File: src/rtl/dsm_interp_feeder.sv
// dsm_interp_feeder: linear interpolator turning synth-rate samples into one dsm word per rdreq.
// Latency: data_out changes the cycle after rdreq; a queued sample becomes the target C at the next wrap.
// Backpressure: one-entry buffer, in_ready = ~bf; it stays low until the next interval wrap drains it.
module dsm_interp_feeder #(
   parameter int OSR_LOG2 = 6
) (
   input  logic        clk,
   input  logic        reset_n,
   input  logic [15:0] in_data,
   input  logic        in_valid,
   output logic        in_ready,
   input  logic        rdreq,
   output logic [15:0] data_out,
   output logic        underrun
);

   localparam int AW = 17 + OSR_LOG2;

   logic [15:0]         p_q;       // previous sample (interval start)
   logic [15:0]         c_q;       // target sample (interval end)
   logic [15:0]         b_q;       // one-entry input buffer
   logic                bf_q;      // buffer full flag
   logic [AW-1:0]       acc_q;     // scaled interpolation accumulator
   logic [OSR_LOG2-1:0] k_q;       // step counter within the interval

   logic [16:0]         delta;
   logic [AW-1:0]       acc_step;
   logic [AW-1:0]       acc_base;
   logic                wrap;
   logic                accept;

   // Delta is not stored: every wrap sets P to the old C, so C-P always equals
   // the per-interval delta (zero after an underrun, since then P == C).
   always_comb begin
      delta    = {c_q[15], c_q} - {p_q[15], p_q};
      acc_step = acc_q + {{OSR_LOG2{delta[16]}}, delta};
      acc_base = {c_q[15], c_q, {OSR_LOG2{1'b0}}};
      wrap     = rdreq & (&k_q);
      accept   = in_valid & ~bf_q;
   end

   // Ready depends on the registered flag only, never on in_valid or rdreq.
   assign in_ready = ~bf_q;

   // Input buffer: filled on handshake, drained only by a wrap that finds it full.
   always_ff @(posedge clk or negedge reset_n) begin
      if (!reset_n) begin
         b_q  <= '0;
         bf_q <= 1'b0;
      end else begin
         if (accept) begin
            b_q  <= in_data;
            bf_q <= 1'b1;
         end else if (wrap && bf_q) begin
            bf_q <= 1'b0;
         end
      end
   end

   // Interpolator: each rdreq either advances one step or wraps to the next interval.
   always_ff @(posedge clk or negedge reset_n) begin
      if (!reset_n) begin
         p_q      <= '0;
         c_q      <= '0;
         acc_q    <= '0;
         k_q      <= '0;
         data_out <= '0;
         underrun <= 1'b0;
      end else begin
         underrun <= 1'b0;
         if (rdreq) begin
            if (wrap) begin
               k_q      <= '0;
               p_q      <= c_q;
               acc_q    <= acc_base;
               data_out <= c_q;
               if (bf_q) begin
                  c_q <= b_q;
               end else begin
                  underrun <= 1'b1;
               end
            end else begin
               k_q      <= k_q + OSR_LOG2'(1);
               acc_q    <= acc_step;
               // floor(acc/2^OSR_LOG2), low 16 bits: stays within [P, C]
               data_out <= acc_step[OSR_LOG2+15:OSR_LOG2];
            end
         end
      end
   end

endmodule

File: config.mk
export PLATFORM = sky130hd
export DESIGN_NAME = dsm_interp_feeder
export DESIGN_NICKNAME = d
export VERILOG_FILES = /design/src/rtl/dsm_interp_feeder.sv
export SDC_FILE = /design/constraint.sdc
export NUM_CORES = 1
export LEC_CHECK = 0
export ABC_AREA = 1
export BUFFER_PORTS_ARGS = -buffer_cell sky130_fd_sc_hd__buf_2
export CAP_MARGIN = 25
export CORE_MARGIN = 3
export CORE_UTILIZATION = 45
export DETAILED_ROUTE_END_ITERATION = 12
export GPL_ROUTABILITY_DRIVEN = 0
export PLACE_DENSITY = 0.6
export SLEW_MARGIN = 0
export SYNTH_ARGS = -nofsm -noshare
export SYNTH_HDL_FRONTEND = slang
export SYNTH_SLANG_ARGS = --single-unit
File: constraint.sdc
create_clock -name clk -period 5.8 [get_ports clk]
set_input_delay 0.29 -clock clk [delete_from_list [all_inputs] [get_ports clk]]
set_output_delay 0.29 -clock clk [all_outputs]
set_load 0.02 [all_outputs]
* After elaboration in Yosys (flattened, before gate mapping)
Index checks and enable logic that the tools add are counted.
Operators by class: muxes and demuxes 8, add/subtract/negate cells 3, bitwise gates (word level) 3, reduce and logical (&&, ||, !) cells 5
Operators with widths (count):
- 23-bit adder | 1
- 23-bit 2-to-1 mux | 1
- 16-bit by 16-bit subtractor with 17-bit output | 1
- 16-bit 2-to-1 mux | 1
- 6-bit by 1-bit adder with 6-bit output (second input constant) | 1
- 6-bit 2-to-1 mux | 1
- 6-bit AND reduction | 1
- 1-bit 2-to-1 mux | 5
- 3-bit AND reduction | 1
- 1-bit AND | 2
- 2-bit AND reduction | 1
- 2-bit nonzero test | 1
- 1-bit logical AND | 1
- 1-bit NOT | 1
Word-level totals: input bits 20, register bits after elaboration 95, output and inout bits 18, logic and storage cells 27

* Depth between registers and ports, before layout
depth in word-level cells 5, depth in mapped cells 23, gate-level depth less buffers 23

* Worst setup path after synthesis
OpenSTA, ideal clock, no wires.
path type reg-to-reg, start point register c_q[2], end point register data_out[8], path buffers 0, cell stages (with the launch flop) 17, slack 2.717 ns, arrival time 2.961 ns, cell sequence dfrtp_1 ha_1 nand2_1 nor2_1 a211oi_1 o21bai_1 a21boi_0 o21ai_0 xor2_1 ha_1 a21o_1 a21o_1 a21oi_1 nand2_1 or2_2 nand3_1 a21oi_1
Between the ends: longest elaborated chain between the ends 3
Ends and longest elaborated chain:
- start: declaration | line 20 | logic [15:0] c_q;
- start signal: assignment | line 78 | c_q <= b_q;
- 16-bit by 16-bit subtractor with 17-bit output | line 35 | delta = {c_q[15], c_q} - {p_q[15], p_q};
- 23-bit adder | line 36 | acc_step = acc_q + {{OSR_LOG2{delta[16]}}, delta};
- 16-bit 2-to-1 mux | line 72 | if (wrap) begin
- end signal: assignment | line 76 | data_out <= c_q;
- end signal: assignment | line 86 | data_out <= acc_step[OSR_LOG2+15:OSR_LOG2];
- end: declaration | line 13 | output logic [15:0] data_out,
No other way between the ends. A chain may end at the register's enable or synchronous reset.

* Worst setup path after layout
start point register c_q[2], end point register data_out[12]
Same word-level chain as after synthesis.

==> summary.txt <==
Run status
  – Status: finished, final reports clean

Logic synthesis
  – Compound-Gate Fraction of Synth Area: 14.9%
  – Largest area contributor in the netlist: dfrtp_1
  – Post-synthesis cell type count: 41
  – Largest family of logic cells by synthesized area: simple AND/OR/NAND/NOR gates
  – Synthesized-area fraction occupied by adder cells: 10.9%
  – Syn Area/Cell: 7.82 um^2
  – Post-Synth XOR/XNOR Area: 3.14%
  – Mapped Cells: 677
  – Sequential-to-total area share from yosys stat: 36.9%
  – Area contributors post-synth: dfrtp_1 37%, nand2_1 11%, ha_1 10%
  – Synth Area in Simple Gates: 21.4%
  – Synthesis-stage register bit count: 78
  – Mux contribution to synthesized area: 3.40%
  – Post-Syn Nets: 742
  – Ys Warns: 0
  – Synthesized area: 0.00530 mm^2
  – Yosys top cell area share: 36.9%

Placement
  – HPWL Detailed: 9450 um
  – Buffers added on ports: 37

Layout
  – Multi-input gate area: 0.00284 mm^2
  – Fillers: 1093
  – Share of layout cells above drive strength 1: 11.1%
  – Final core occ: 51.8%
  – Sequential cell area: 0.00195 mm^2
  – Area grow syn2layout: 9.28%
  – Most common cell after layout, fill and taps aside: nand2_1
  – NumNets Final: 762
  – Inserted Diodes: 0
  – Commonest non-fill, non-tap cells in the layout: 149 x nand2_1, 78 x dfrtp_1, 76 x inv_1, 62 x a21oi_1, 57 x nor2_1

Critical path
  – CP startpoint kind: register
  – Reg-to-reg setup timing slack: 2.02 ns
  – Reg-to-reg endpoint: data_out[12]
  – Crit path capture type: register
  – Arr. time, crit path: 4.00 ns
  – R2R depth: 17
  – Worst Path Class, Setup: reg -> reg
  – R2R Path Start: c_q[2]
  – WP data required: 6.02 ns
  – CP Max Fanout: 4

GRT
  – First-pass GRT wire length: 21200 um
  – GR Overflow Total: 0
  – Initial antenna violation count: 0
  – Global Route Usage Sum: 20.4%
  – Largest net degree at the start of global routing: 79
  – Vias in the first global route: 4310

Timing
  – Max frequency: 0.265 GHz
  – Fin Setup TNS: 0 ns
  – Slew Limit Fails: 0
  – Final worst path period share: 65.1%
  – RSZ-0062 raised after global routing: false
  – Hold violation count in the final report: 0
  – Min Tclk post-route: 3.78 ns
  – Max_slew headroom: 46.8%
  – Setup Viol. Count Final: 0
  – Skew final: 0.00445 ns
  – Worst Max-Slew Pin Slew: 0.796 ns

Clock tree
  – CTS resizes: 0
  – Clk sink count: 78
  – Root buffer cell: clkbuf_16
  – CTS tree: yes
  – CTS HTree Levels: 3
  – CTS Buffer Depth: 2
  – Clock insertion delay at the later pin of the skew report: 0.34 ns
  – Num CTS Buffers: 9
  – Worst-path clk slew: 0.06 ns

Route
  – Detailed-route via count: 4491
  – Post-route DRC: 0
  – Drt first pass iters: 5
  – Vias/cell: 5.35
  – Initial detailed-routing violation count: 403
  – WL/cell: 14.9 um
  – Post-detailed-route count of antenna-violating nets: 0
  – DRT Wirelength: 12500 um

Hold path
  – Worst hold start: in_valid
  – Worst min-delay path category: in -> reg
  – Hold Crit Endpoint: bf_q
  – Worst hold path stage count: 3

Die
  – # rows: 38
  – CORE AREA: 0.0112 mm^2
  – Ports: 38
  – Die span in y: 114 um
  – Die W: 114 um
  – Starting Density: 47.4%
  – Die Area: 0.0131 mm^2

Job
  – Max Cap Viol: 0
[synthesized netlist by cell type]
cell,count
mux2_2,8
a221oi_1,2
o21a_1,2
buf_4,18
xor2_1,9
o21ai_2,1
o21ai_1,8
nand2_2,1
nor3b_1,1
nand4_1,7
nor4_1,2
buf_2,2
and3_1,1
mux2_4,6
buf_6,3
a21o_1,4
inv_2,3
a211oi_1,1
o21bai_1,4
nor3_2,1
or2_2,3
xnor2_1,10
a21oi_1,62
ha_1,43
o21ai_0,45
a21boi_0,3
inv_1,76
nand3_1,33
o22ai_1,1
nor2_1,57
dfrtp_1,78
a31oi_1,9
a21oi_2,1
nor2_4,1
nand2_4,1
fa_1,2
nand3b_1,4
clkbuf_1,7
nand2_1,149
o2111ai_1,1
nor3_1,7
[cell type report]
| class | instances | share of cell area, % |
|---|---|---|
| well taps | 140 | 3.03 |
| multi-input cells | 490 | 49.1 |
| inverters | 79 | 5.12 |
| repair buffers | 39 | 3.89 |
| clock inverters | 3 | 0.757 |
| clock buffers | 11 | 4.37 |
| flip-flops and latches | 78 | 33.7 |
[routing by layer]
| layer | vias to the layer above | part of all wire (%) | global-route usage, % |
|---|---|---|---|
| li1 | 2272 | - | - |
| met1 | 2105 | 48 | 28.4 |
| met2 | 93 | 46 | 31.9 |
| met3 | 21 | 4.2 | 4.65 |
| met4 | 0 | 1.8 | 5.70 |
| met5 | - | 0 | 0 |
[worst max-delay path, stage by stage, from the launching register on]
cell and delay, ns:
dfrtp_1 0.40, ha_1 0.34, nand2_1 0.08, nor2_1 0.04
a211oi_1 0.41, o21bai_1 0.21, a21boi_0 0.30, xnor2_1 0.17
ha_1 0.36, nand2_1 0.10, nor2_1 0.21, nand4_1 0.11
o21ai_0 0.46, nand2_1 0.18, nand2_1 0.09, nand2_1 0.05
nand3_1 0.06, a21oi_1 0.07
[through the flow]
stage	cell area, um^2	worst slack, ns	hold WS (ns)	instances
finish	5790	2.02	0.175	840
CTS	5750	2.09	0.159	838
global route	5790	1.68	0.167	840
detailed placement	5450	2.13	0.476	824
global placement	5450	2.18	0.470	824
floorplan	5300	2.72	-0.00559	677
[flip-flops by register name, indices dropped and copies added, names as in the netlist]
register and count:
acc_q 7, b_q 16, bf_q 1, c_q 16, data_out 15, k_q 6, p_q 16, underrun 1
[worst max path at each step]
stage	slack, ns	from	depth (start not counted)	endpoint
CTS	2.09	c_q[2]	16	data_out[12]
global placement	2.18	c_q[2]	17	data_out[12]
finish	2.02	c_q[2]	17	data_out[12]
floorplan	2.72	c_q[2]	16	data_out[8]
detailed placement	2.13	c_q[2]	16	data_out[12]
global route	1.68	c_q[2]	16	data_out[12]
[what timing repair did]
action / CTS / global route
hold endpoints to repair: 0 / 5
hold buffers: 0 / 1
setup buffers: 0 / 0
[logic make-up after synthesis]
logic type / Yosys count
adder cells (fa/ha/maj): 45
AND/OR/NAND/NOR: 268
buffers and inverters: 109
AO/OA/AOI/OAI: 144
flip-flops: 78
multiplexers: 14
XOR/XNOR: 19
Power is not shown: default switching activity piles up to over one toggle a cycle in this logic, so the estimate is an artifact.
